File: src/rtl/mux_pkg.sv
// Shared constants for the cache read-path selector.
package mux_pkg;
  localparam int DATA_W = 32;
  localparam logic SEL_FIRST = 1'b0;
  localparam logic SEL_SECOND = 1'b1;
endpackage

File: src/rtl/mux_reg.sv
// Enable flop with asynchronous active-low clear.
module mux_reg #(
  parameter int W = 33
) (
  input  logic         clk,
  input  logic         rst,
  input  logic         en,
  input  logic [W-1:0] d,
  output logic [W-1:0] q
);

  always_ff @(posedge clk or negedge rst) begin
    if (!rst) begin
      q <= '0;
    end else if (en) begin
      q <= d;
    end
  end

endmodule

File: src/rtl/mux.sv
// 2:1 cache-set data selector.
// Provides a combinational output and an optional registered copy.
module mux
  import mux_pkg::*;
#(
  parameter int WIDTH = DATA_W,
  parameter bit REG_OUT = 1'b1
) (
  input  logic             clk,
  input  logic             rst,
  input  logic [WIDTH-1:0] first,
  input  logic [WIDTH-1:0] second,
  input  logic             select,
  input  logic             en,
  output logic [WIDTH-1:0] out,
  output logic [WIDTH-1:0] out_q,
  output logic             sel_q
);

  // Anything other than a clean 1 falls through to the first leg.
  always_comb begin
    out = first;
    if (select == SEL_SECOND) begin
      out = second;
    end
  end

  generate
    if (REG_OUT) begin : g_reg
      mux_reg #(
        .W(WIDTH + 1)
      ) u_reg (
        .clk(clk),
        .rst(rst),
        .en (en),
        .d  ({select, out}),
        .q  ({sel_q, out_q})
      );
    end else begin : g_noreg
      assign out_q = '0;
      assign sel_q = 1'b0;
    end
  endgenerate

endmodule

File: config.mk
export PLATFORM = sky130hd
export DESIGN_NAME = mux
export DESIGN_NICKNAME = d
export VERILOG_FILES = /design/src/rtl/mux_pkg.sv /design/src/rtl/mux_reg.sv /design/src/rtl/mux.sv
export SDC_FILE = /design/constraint.sdc
export NUM_CORES = 1
export LEC_CHECK = 0
export BUFFER_PORTS_ARGS = -buffer_cell sky130_fd_sc_hd__buf_2
export CAP_MARGIN = 20
export CORE_ASPECT_RATIO = 1.75
export CORE_MARGIN = 2
export CORE_UTILIZATION = 41
export CTS_CLUSTER_SIZE = 28
export DETAILED_ROUTE_END_ITERATION = 6
export PLACE_DENSITY_LB_ADDON = 0.1
export SYNTH_ARGS = -nofsm -noshare
export SYNTH_HDL_FRONTEND = slang
export SYNTH_SLANG_ARGS = --single-unit
File: constraint.sdc
create_clock -name clk -period 0.9 [get_ports clk]
set_clock_uncertainty 0.1 [all_clocks]
set_input_delay 0.045 -clock clk [delete_from_list [all_inputs] [get_ports clk]]
set_output_delay 0.045 -clock clk [all_outputs]
set_load 0.01 [all_outputs]
## Yosys cells after proc, flatten, opt, wreduce, memory -nomap -nowiden

Index checks and enable logic that the tools add are counted.

| storage, ports and cells | value |
|---|---|
| bits of input ports | 68 |
| bits in registers | 33 |

| cells by class | value |
|---|---|
| multiplexer cells | 1 |

Operator list:

| operator | number |
|---|---|
| 32-bit 2-to-1 mux | 1 |

## Depth between registers and ports, before layout

Gate-level depths: netlist of the first run.

| logic depth | value |
|---|---|
| depth in word-level cells | 1 |
| gate-level depth with buffers | 4 |
| mapped depth without buffers | 2 |

## Modules after synthesis

Synthesis of the first run repeated with hierarchy kept, for this count alone.

| unflattened totals | value |
|---|---|
| cell total of the unflattened synthesis | 106 |
| area total of the unflattened synthesis | 1,925.6 µm² |

By module, submodules not included:

| module | area each (µm²) | cells each | times used | sequential area each (µm²) |
|---|---|---|---|---|
| mux_reg | 1,381.3 | 70 | 1 | 825.8 |
| mux | 544.3 | 36 | 1 | 0.0 |

## Worst setup path after synthesis of the first run

No wires, ideal clock.

| path | value |
|---|---|
| path kind | input-to-reg |
| start | input port select |
| end | register g_reg.u_reg.q[0] |
| setup slack | -201 ps |
| arrival time | 876 ps |
| required time | 675 ps |
| stages on the path | 4 |
| path through | buf_6 -> buf_12 -> mux2_4 -> mux2_4 |

| on the way | value |
|---|---|
| word-level cells in the longest chain between the ends | 1 |

RTL lines:

| element | RTL line | source |
|---|---|---|
| start, declared | mux.sv:13 | `input logic select,` |
| 32-bit 2-to-1 mux | mux.sv:23 | `if (select == SEL_SECOND) begin` |
| net out[0] | mux.sv:15 | `output logic [WIDTH-1:0] out,` |
| end signal, assigned | mux_reg.sv:14 | `q <= '0;` |
| end signal, assigned | mux_reg.sv:16 | `q <= d;` |
| end, declared | mux_reg.sv:9 | `output logic [W-1:0] q` |

The timed path passes the listed nets, and every way through them passes these cells.
A chain may end at the register's enable or synchronous reset.

## Worst setup path in the final report of the first run

| path | value |
|---|---|
| start | register g_reg.u_reg.q[23] |
| end | output port out_q[23] |

RTL lines:

| element | RTL line | source |
|---|---|---|
| end, declared | mux.sv:16 | `output logic [WIDTH-1:0] out_q,` |

No word-level cell between the ends.

==> flow_summary_export.csv, run 1 <==
group,metric,value,unit
status,status,"complete, but fails checks",
logic_synthesis,mappedNetlistNets,174,
clock_network,cts.path.max_buffers,2,
route,drt-total-wl,4710,um
logic_synthesis,ys_types,6,
setup_path,rr_worst_depth,1,
floorplanning,die_y,93.3,um
power_and_ir_drop,p_leak,1.66,nW
clock_network,cts-buffers-inserted,5,
final_layout,multi_input_area,957,um^2
final_layout,reg_top3,"g_reg.u_reg.q: 33 flops",
global_routing,track_usage,0.193,
setup_path,critPathSlowestCell,"dfrtp_1",
floorplanning,dieArea,5130,um^2
route,wire_per_inst,15.6,um
route,drc_errors,0,
sta,period_needed,0.961,ns
placement,hpwl,3330,um
setup_path,cp-start-kind,"flip-flop",
logic_synthesis,synth-seq-cells,33,
placement,gp_congestion,0.698,
route,ant_nets,0,
setup_path,path_buf_inv,1,
setup_path,path_cells,"buf_2",
setup_path,crit_path_max_incr_delay,0.39,ns
logic_synthesis,syn_avg_cell_area,17.6,um^2
route,vias,1464,
setup_path,critPathKind,"flip-flop to output port",
final_layout,fill_cells,307,
clock_network,cts.clk_slew.worst_paths,0.07,ns
hold_path,hold_end,"g_reg.u_reg.q[23]$_DFFE_PN0P_",
sta,rsz0062_at_grt,"yes",
global_routing,grt_antenna_before_repair,0,
global_routing,first_global_vias,1493,
hold_path,worstHoldPathCells,3,
sta,report.final.hold_viol_count,0,
final_layout,layout_common_cells,"buf_2 (95), mux2_4 (60), buf_6 (36), dfrtp_1 (33), buf_12 (6)",
clock_network,cts.sinks,33,
sta,setup_violations,59,
clock_network,clkLatencyLatePin,0.28,ns
floorplanning,start_util,0.424,
logic_synthesis,ys_seq_area_frac,0.442,
final_layout,drive_above_1_share,0.860,
floorplanning,placementRows,32,
final_layout,layout.nets,317,
global_routing,grt_overflow,0,
floorplanning,die_w,55.0,um
placement,port_buffers,132,
hold_path,hold_path.class,"input port to flip-flop",
power_and_ir_drop,power.density,1420,nW/um^2
final_layout,largest_register,"g_reg.u_reg.q",
floorplanning,design.core.area,4400,um^2
sta,setup_ws,-0.0611,ns
clock_network,cts_tree,"built",
final_layout,largest_register_ffs,33,
clock_network,htree_levels,2,
setup_path,rrSetupSlack,0.02,ns
sta,max_freq,1040,MHz
logic_synthesis,syn_inst,106,
setup_path,path_max_fanout,2,
route,vias_per_cell,4.86,
final_layout,area_growth,65.3,%
setup_path,crit_family,"flip-flops",
power_and_ir_drop,ir_drop,1.26,mV
final_layout,seq_area,826,um^2
route,firstDrtPassIters,4,
global_routing,grt_start_max_net_pins,34,
setup_path,worst_setup_path_end_kind,"output port",
setup_path,timing.rr.start,"g_reg.u_reg.q[6]$_DFFE_PN0P_",
sta,maxSlewViolCount,0,
final_layout,n_antenna_cell,0,
setup_path,r2r-end,"g_reg.u_reg.q[6]$_DFFE_PN0P_",
placement,place_area,2620,um^2
run,max_cap_viol_count,0,
global_routing,grt_pass1_wl,7180,um
status,violations,"negative setup slack",
final_layout,mostFrequentLayoutCell,"buf_2",
logic_synthesis,syn-cell-area,1870,um^2
clock_network,cts_root_buf,"clkbuf_8",
floorplanning,pin_count,133,
setup_path,crit_start,"g_reg.u_reg.q[23]$_DFFE_PN0P_",
sta,maxSlewHeadroom,0.880,
hold_path,hp-start,"second[23]",
final_layout,final_core_util,0.701,
setup_path,arrival,0.82,ns
route,drt_iter0_markers,4,
final_layout,final_area,3090,um^2
logic_synthesis,synth_warnings,0,
sta,tightest_slew,0.180,ns
sta,fin_crit_sh,1.07,
setup_path,crit_required,0.75,ns
kinds of logic (layout without fill, tap and decap cells):
family                 count (synthesis)  count (layout)  share of synthesized area
buffers and inverters                  8             152                     0.0489
muxes                                 65              65                      0.509
DFF                                   33              33                      0.442
how the worst max path moves through the flow:
stage | slack (ns) | endpoint | cells past startpoint
floorplan | -0.19 | g_reg.u_reg.q[0]$_DFFE_PN0P_ | 4
finish | -0.06 | out_q[23] | 1
detailed placement | -0.32 | g_reg.u_reg.q[10]$_DFFE_PN0P_ | 4
CTS | -0.07 | out_q[28] | 1
global placement | -0.31 | g_reg.u_reg.q[27]$_DFFE_PN0P_ | 4
global route | -0.1 | out_q[23] | 1
what timing repair did:
item                                    CTS  global route
setup buffers                             1             0
resized for setup                        44             3
cloned                                    4             0
endpoints found under the hold margin    33             0
pin swaps                                 0             0
endpoints found under the setup margin   84            64
hold buffers                              1             0
final cells by class:
| cell class | instances | share of cell area |
|---|---|---|
| clock buffer | 6 | 0.0235 |
| clock inverter | 2 | 0.00324 |
| multi-input combinational | 65 | 0.310 |
| sequential | 33 | 0.268 |
| tap | 51 | 0.0207 |
| timing repair buffer | 144 | 0.375 |
synth_stat cells:
master / n / area share
buf_2: 4 / 0.011
buf_12: 3 / 0.032
mux2_4: 58 / 0.47
mux2_2: 7 / 0.042
dfrtp_1: 33 / 0.44
buf_6: 1 / 0.0060
through the flow:
step / std cells / setup WS, ns / total power, mW / setup TNS, ns / hold WS [ns]
5_1_grt: 301 / -0.0967 / 4.63 / -3.21 / 0.0342
6_report: 301 / -0.0611 / 4.39 / -1.53 / 0.0380
4_1_cts: 301 / -0.0712 / 4.43 / -2.02 / 0.0312
3_5_place_dp: 287 / -0.318 / 3.09 / -12.52 / -0.0841
3_3_place_gp: 287 / -0.307 / 3.07 / -11.98 / -0.0800
2_1_floorplan: 106 / -0.192 / 2.54 / -5.89 / -0.351
report_power, final:
part | switching [mW] | leakage, nW | total, mW | internal [mW]
sequential | 0.101 | 0.386 | 1.77 | 1.67
combinational | 0.572 | 1.23 | 1.56 | 0.984
clock | 0.532 | 0.0450 | 1.07 | 0.536
metal layers:
layer	wire (um)	track usage
met2	2470	0.324
met4	51	0.0549
met1	1820	0.234
met3	374	0.0495
met5	0	0
(Power assumes the default switching activity.)
==> run 2, diff against run 1 <==
--- a/config.mk
+++ b/config.mk
@@ -9,10 +9,11 @@
 export CAP_MARGIN = 20
 export CORE_ASPECT_RATIO = 1.75
 export CORE_MARGIN = 2
-export CORE_UTILIZATION = 41
+export CORE_UTILIZATION = 42
+export CTS_BUF_LIST = sky130_fd_sc_hd__clkbuf_8
 export CTS_CLUSTER_SIZE = 28
 export DETAILED_ROUTE_END_ITERATION = 6
-export PLACE_DENSITY_LB_ADDON = 0.1
+export PLACE_DENSITY = 0.79
 export SYNTH_ARGS = -nofsm -noshare
 export SYNTH_HDL_FRONTEND = slang
 export SYNTH_SLANG_ARGS = --single-unit
==> run 2 against run 1 <==
Against the previous run: the flow still finishes with violations (negative setup slack); setup slack got worse by 0.011 ns; clock-buffer cell count down 1; global-route usage up 2.2 points; non-clock buffer count down 1; clock power fell by 4%; worst hold slack improved by 0.0028 ns; via count down 0.55%; largest cell class unchanged; cell area increased by 0.69%; die area decreased by 2.2%; sequential share of layout area decreased by 0.18 points; register-to-register slack got worse by 0.02 ns.
==> flow_summary_export.csv, run 2 (synthesis gave the netlist of run 1 again) <==
group,metric,value,unit
global_routing,grt_antenna_before_repair,0,
setup_path,critPathSlowestCell,"dfrtp_1",
hold_path,worstHoldPathCells,2,
floorplanning,dieArea,5010,um^2
hold_path,hp-start,"en",
setup_path,cp-start-kind,"flip-flop",
clock_network,htree_levels,2,
sta,max_freq,1030,MHz
setup_path,crit_required,0.75,ns
final_layout,fill_cells,285,
setup_path,critPathKind,"flip-flop to output port",
sta,setup_ws,-0.0720,ns
final_layout,drive_above_1_share,0.859,
sta,maxSlewViolCount,0,
sta,rsz0062_at_grt,"yes",
sta,report.final.hold_viol_count,0,
power_and_ir_drop,p_leak,1.68,nW
clock_network,cts.path.max_buffers,2,
floorplanning,die_y,92.2,um
hold_path,hold_end,"g_reg.u_reg.q[32]$_DFFE_PN0P_",
setup_path,worst_setup_path_end_kind,"output port",
final_layout,layout_common_cells,"buf_2 (89), mux2_4 (61), buf_6 (42), dfrtp_1 (33)",
global_routing,grt_pass1_wl,7730,um
setup_path,path_max_fanout,2,
placement,hpwl,3570,um
floorplanning,pin_count,133,
clock_network,cts_root_buf,"clkbuf_8",
route,vias_per_cell,4.85,
clock_network,cts.clk_slew.worst_paths,0.07,ns
floorplanning,start_util,0.432,
placement,gp_congestion,0.679,
sta,period_needed,0.972,ns
final_layout,n_antenna_cell,0,
floorplanning,placementRows,32,
final_layout,largest_register,"g_reg.u_reg.q",
setup_path,path_buf_inv,1,
sta,maxSlewHeadroom,0.879,
hold_path,hold_path.class,"input port to flip-flop",
clock_network,cts.sinks,33,
power_and_ir_drop,ir_drop,1.09,mV
global_routing,grt_start_max_net_pins,34,
setup_path,r2r-end,"g_reg.u_reg.q[10]$_DFFE_PN0P_",
setup_path,path_cells,"buf_6",
global_routing,first_global_vias,1615,
clock_network,clkLatencyLatePin,0.27,ns
route,drt_iter0_markers,11,
route,firstDrtPassIters,4,
sta,whs,0.0407,ns
global_routing,grt_overflow,0,
setup_path,crit_family,"flip-flops",
floorplanning,die_w,54.4,um
placement,port_buffers,132,
sta,fin_crit_sh,1.08,
setup_path,arrival,0.83,ns
power_and_ir_drop,power.density,1430,nW/um^2
setup_path,rr_worst_depth,1,
clock_network,cts-buffers-inserted,5,
final_layout,layout.nets,316,
status,status,"complete, but fails checks",
setup_path,rrSetupSlack,0,ns
power_and_ir_drop,power.total,4.44,mW
setup_path,timing.rr.start,"g_reg.u_reg.q[10]$_DFFE_PN0P_",
route,drt-total-wl,5330,um
sta,setup_violations,63,
final_layout,area_growth,66.4,%
route,drc_errors,0,
final_layout,reg_top3,"g_reg.u_reg.q: 33 flops",
sta,tightest_slew,0.182,ns
final_layout,largest_register_ffs,33,
floorplanning,design.core.area,4320,um^2
global_routing,track_usage,0.215,
final_layout,mostFrequentLayoutCell,"buf_2",
status,violations,"negative setup slack",
setup_path,crit_path_max_incr_delay,0.41,ns
route,vias,1456,
clock_network,cts_tree,"built",
setup_path,crit_cells,1,
route,wire_per_inst,17.8,um
route,ant_nets,0,
run,max_cap_viol_count,0,
[run 2: timing repair]
action,in CTS,in global routing
gates cloned,4,0
hold endpoints to repair,33,0
setup buffers,1,0
resized for setup,46,9
endpoints found under the setup margin,67,67
hold buffers,1,0
[run 2: final cells by class]
type,count,area [um^2],share of cell area
clock inverters,3,13.8,0.00443
flip-flops and latches,33,826,0.266
clock buffers,5,68.8,0.0222
repair buffers,143,1170,0.378
well taps,51,63.8,0.0205
multi-input cells,65,961,0.309
[run 2: worst max path at each step]
stage                             startpoint                            end  slack (ns)
6_report       g_reg.u_reg.q[10]$_DFFE_PN0P_                      out_q[10]       -0.07
5_1_grt        g_reg.u_reg.q[10]$_DFFE_PN0P_                      out_q[10]       -0.10
4_1_cts        g_reg.u_reg.q[28]$_DFFE_PN0P_                      out_q[28]       -0.07
3_5_place_dp                          select  g_reg.u_reg.q[29]$_DFFE_PN0P_       -0.30
3_3_place_gp                          select  g_reg.u_reg.q[15]$_DFFE_PN0P_       -0.29
2_1_floorplan                         select   g_reg.u_reg.q[0]$_DFFE_PN0P_       -0.19
[run 2: stage by stage]
step                setup WS (ns)  area, um^2  setup TNS, ns  cells  utilization
detailed placement         -0.299        2600         -11.44    286        0.601
floorplan                  -0.192        1880          -5.89    106            -
global placement           -0.293        2600         -10.87    286        0.601
finish                    -0.0720        3110          -1.59    300        0.718
global route               -0.102        3110          -3.15    300        0.718
CTS                       -0.0658        3060          -1.95    300        0.707
[run 2: power by group]
part / switching (mW) / internal [mW] / leakage (nW)
Sequential: 0.116 / 1.67 / 0.386
Combinational: 0.599 / 1.02 / 1.24
Clock: 0.511 / 0.524 / 0.0491
Total: 1.23 / 3.21 / 1.68
[run 2: routing by layer]
layer,share of wire,GRT usage,up-vias
met1,0.34,0.225,701
met4,0.017,0.0667,0
met3,0.058,0.0440,8
met2,0.59,0.400,81
li1,-,-,666
met5,0,0,-
==> run 3, diff against run 2 <==
--- a/config.mk
+++ b/config.mk
@@ -14,6 +14,8 @@
 export CTS_CLUSTER_SIZE = 28
 export DETAILED_ROUTE_END_ITERATION = 6
 export PLACE_DENSITY = 0.79
+export SKIP_LAST_GASP = 1
+export SLEW_MARGIN = 20
 export SYNTH_ARGS = -nofsm -noshare
 export SYNTH_HDL_FRONTEND = slang
 export SYNTH_SLANG_ARGS = --single-unit
==> run 3 against run 2 <==
Against the previous run: core utilization did not move; critical path depth unchanged; sequential share of layout area unchanged; the flow still finishes with violations (negative setup slack); fmax rose by 0.33%; highest routed layer unchanged; setup slack gained 0.0032 ns; worst hold slack got worse by 0.00053 ns.
==> flow_summary_export.csv, run 3 (synthesis gave the netlist of run 1 again) <==
group,metric,value,unit
status,status,"complete, but fails checks",
status,violations,"negative setup slack",
floorplanning,die_y,92.2,um
setup_path,critPathSlowestCell,"dfrtp_1",
power_and_ir_drop,p_leak,1.68,nW
global_routing,use_met1,0.217,
route,ant_nets,0,
setup_path,crit_required,0.75,ns
sta,maxSlewViolCount,0,
final_layout,area_growth,66.4,%
final_layout,fill_cells,277,
sta,tightest_slew,0.181,ns
setup_path,path_buf_inv,1,
power_and_ir_drop,combPwrFrac,0.365,
clock_network,cts-buffers-inserted,5,
global_routing,grt_start_max_net_pins,34,
setup_path,path_cells,"buf_2",
sta,rsz0062_at_grt,"yes",
global_routing,gr-usage-met3,0.0440,
final_layout,multi_input_area,961,um^2
hold_path,hp-start,"en",
setup_path,worst_setup_path_end_kind,"output port",
final_layout,largest_register,"g_reg.u_reg.q",
global_routing,grt_pass1_wl,7500,um
power_and_ir_drop,p_clk_frac,0.233,
final_layout,n_antenna_cell,0,
route,vias_per_cell,4.85,
route,drt-total-wl,5440,um
clock_network,cts.path.max_buffers,2,
placement,port_buffers,132,
clock_network,cts.sinks,33,
final_layout,layout.nets,316,
power_and_ir_drop,p_seq_frac,0.402,
floorplanning,pin_count,133,
setup_path,cp-start-kind,"flip-flop",
power_and_ir_drop,power.total,4.43,mW
placement,hpwl,3570,um
route,wire_per_inst,18.1,um
final_layout,largest_register_ffs,33,
clock_network,cts_tree,"built",
route,firstDrtPassIters,3,
setup_path,arrival,0.82,ns
final_layout,seq_area,826,um^2
clock_network,cts.clk_slew.worst_paths,0.07,ns
power_and_ir_drop,p_sw,1.22,mW
global_routing,use_met2,0.385,
route,drc_errors,0,
sta,max_freq,1030,MHz
clock_network,clkLatencyLatePin,0.27,ns
sta,period_needed,0.969,ns
floorplanning,start_util,0.432,
sta,maxSlewHeadroom,0.879,
sta,setup_violations,62,
final_layout,layout_common_cells,"buf_2 (89), mux2_4 (61), buf_6 (42), dfrtp_1 (33)",
floorplanning,design.core.area,4320,um^2
setup_path,critPathKind,"flip-flop to output port",
global_routing,gr-max-usage-layer,"met2",
final_layout,mostFrequentLayoutCell,"buf_2",
final_layout,reg_top3,"g_reg.u_reg.q: 33 flops",
floorplanning,placementRows,32,
route,drt_iter0_markers,20,
global_routing,grt_antenna_before_repair,0,
run,max_cap_viol_count,0,
final_layout,final_core_util,0.718,
sta,fin_crit_sh,1.08,
setup_path,crit_path_max_incr_delay,0.40,ns
power_and_ir_drop,ir_drop,1.09,mV
power_and_ir_drop,p_int,3.21,mW
clock_network,htree_levels,2,
floorplanning,die_w,54.4,um
sta,report.final.hold_viol_count,0,
power_and_ir_drop,switching_share,0.276,
power_and_ir_drop,power.density,1430,nW/um^2
floorplanning,dieArea,5010,um^2
clock_network,cts_root_buf,"clkbuf_8",
global_routing,track_usage,0.208,
global_routing,first_global_vias,1556,
setup_path,path_max_fanout,2,
hold_path,hold_path.class,"input port to flip-flop",
setup_path,crit_family,"flip-flops",
route,vias,1456,
final_layout,drive_above_1_share,0.859,
placement,gp_congestion,0.679,
sta,setup_ws,-0.0689,ns
setup_path,crit_start,"g_reg.u_reg.q[12]$_DFFE_PN0P_",
setup_path,timing.rr.start,"g_reg.u_reg.q[11]$_DFFE_PN0P_",
global_routing,grt_overflow,0,
==> run 3: repair_timing <==
item	4_1_cts	5_1_grt
setup buffers	1	0
setup endpoints to repair	67	65
resized for setup	34	22
pin swaps	0	0
gates cloned	4	0
hold buffers	1	0
hold endpoints to repair	33	0
==> run 3: final timing paths <==
path | end | slack (ns) | cells after the start
min in group asynchronous | g_reg.u_reg.q[5]$_DFFE_PN0P_ | 0.15 | 3
max | out_q[12] | -0.07 | 1
min reg2reg | g_reg.u_reg.q[32]$_DFFE_PN0P_ | 0.41 | 1
max reg2reg | g_reg.u_reg.q[11]$_DFFE_PN0P_ | 0.01 | 1
max in group asynchronous | g_reg.u_reg.q[26]$_DFFE_PN0P_ | 0.37 | 3
min | g_reg.u_reg.q[32]$_DFFE_PN0P_ | 0.04 | 2
==> run 3: final cells by class <==
class / count / share of cell area
repair buffers: 143 / 0.378
well taps: 51 / 0.0205
multi-input cells: 65 / 0.309
clock buffers: 5 / 0.0222
flip-flops and latches: 33 / 0.266
clock inverters: 3 / 0.00443
==> run 3: routing by layer <==
layer / share of wire / vias up / wire length (um)
met5: 0 / - / 0
met4: 0.013 / 0 / 71
met3: 0.053 / 6 / 290
met2: 0.60 / 79 / 3260
met1: 0.33 / 705 / 1820
li1: - / 666 / -
==> run 3: power groups by stage <==
stage / Sequential [mW] / Combinational, mW / Clock [mW]
after floorplan: 1.88 / 0.663 / 0
after global placement: 1.78 / 1.27 / 0
after detailed placement: 1.79 / 1.30 / 0
after CTS: 1.77 / 1.51 / 1.08
after global routing: 1.80 / 1.71 / 1.15
final: 1.78 / 1.62 / 1.03
==> run 3: metrics by stage <==
step | cells | TNS (ns) | worst slack [ns] | hold slack, ns | area [um^2]
floorplan | 106 | -5.89 | -0.192 | -0.351 | 1880
global placement | 286 | -10.87 | -0.293 | -0.0826 | 2600
detailed placement | 286 | -11.44 | -0.299 | -0.0842 | 2600
CTS | 300 | -2.09 | -0.0658 | 0.0238 | 2980
global route | 300 | -3.17 | -0.0955 | 0.0369 | 3110
finish | 300 | -1.57 | -0.0689 | 0.0402 | 3110
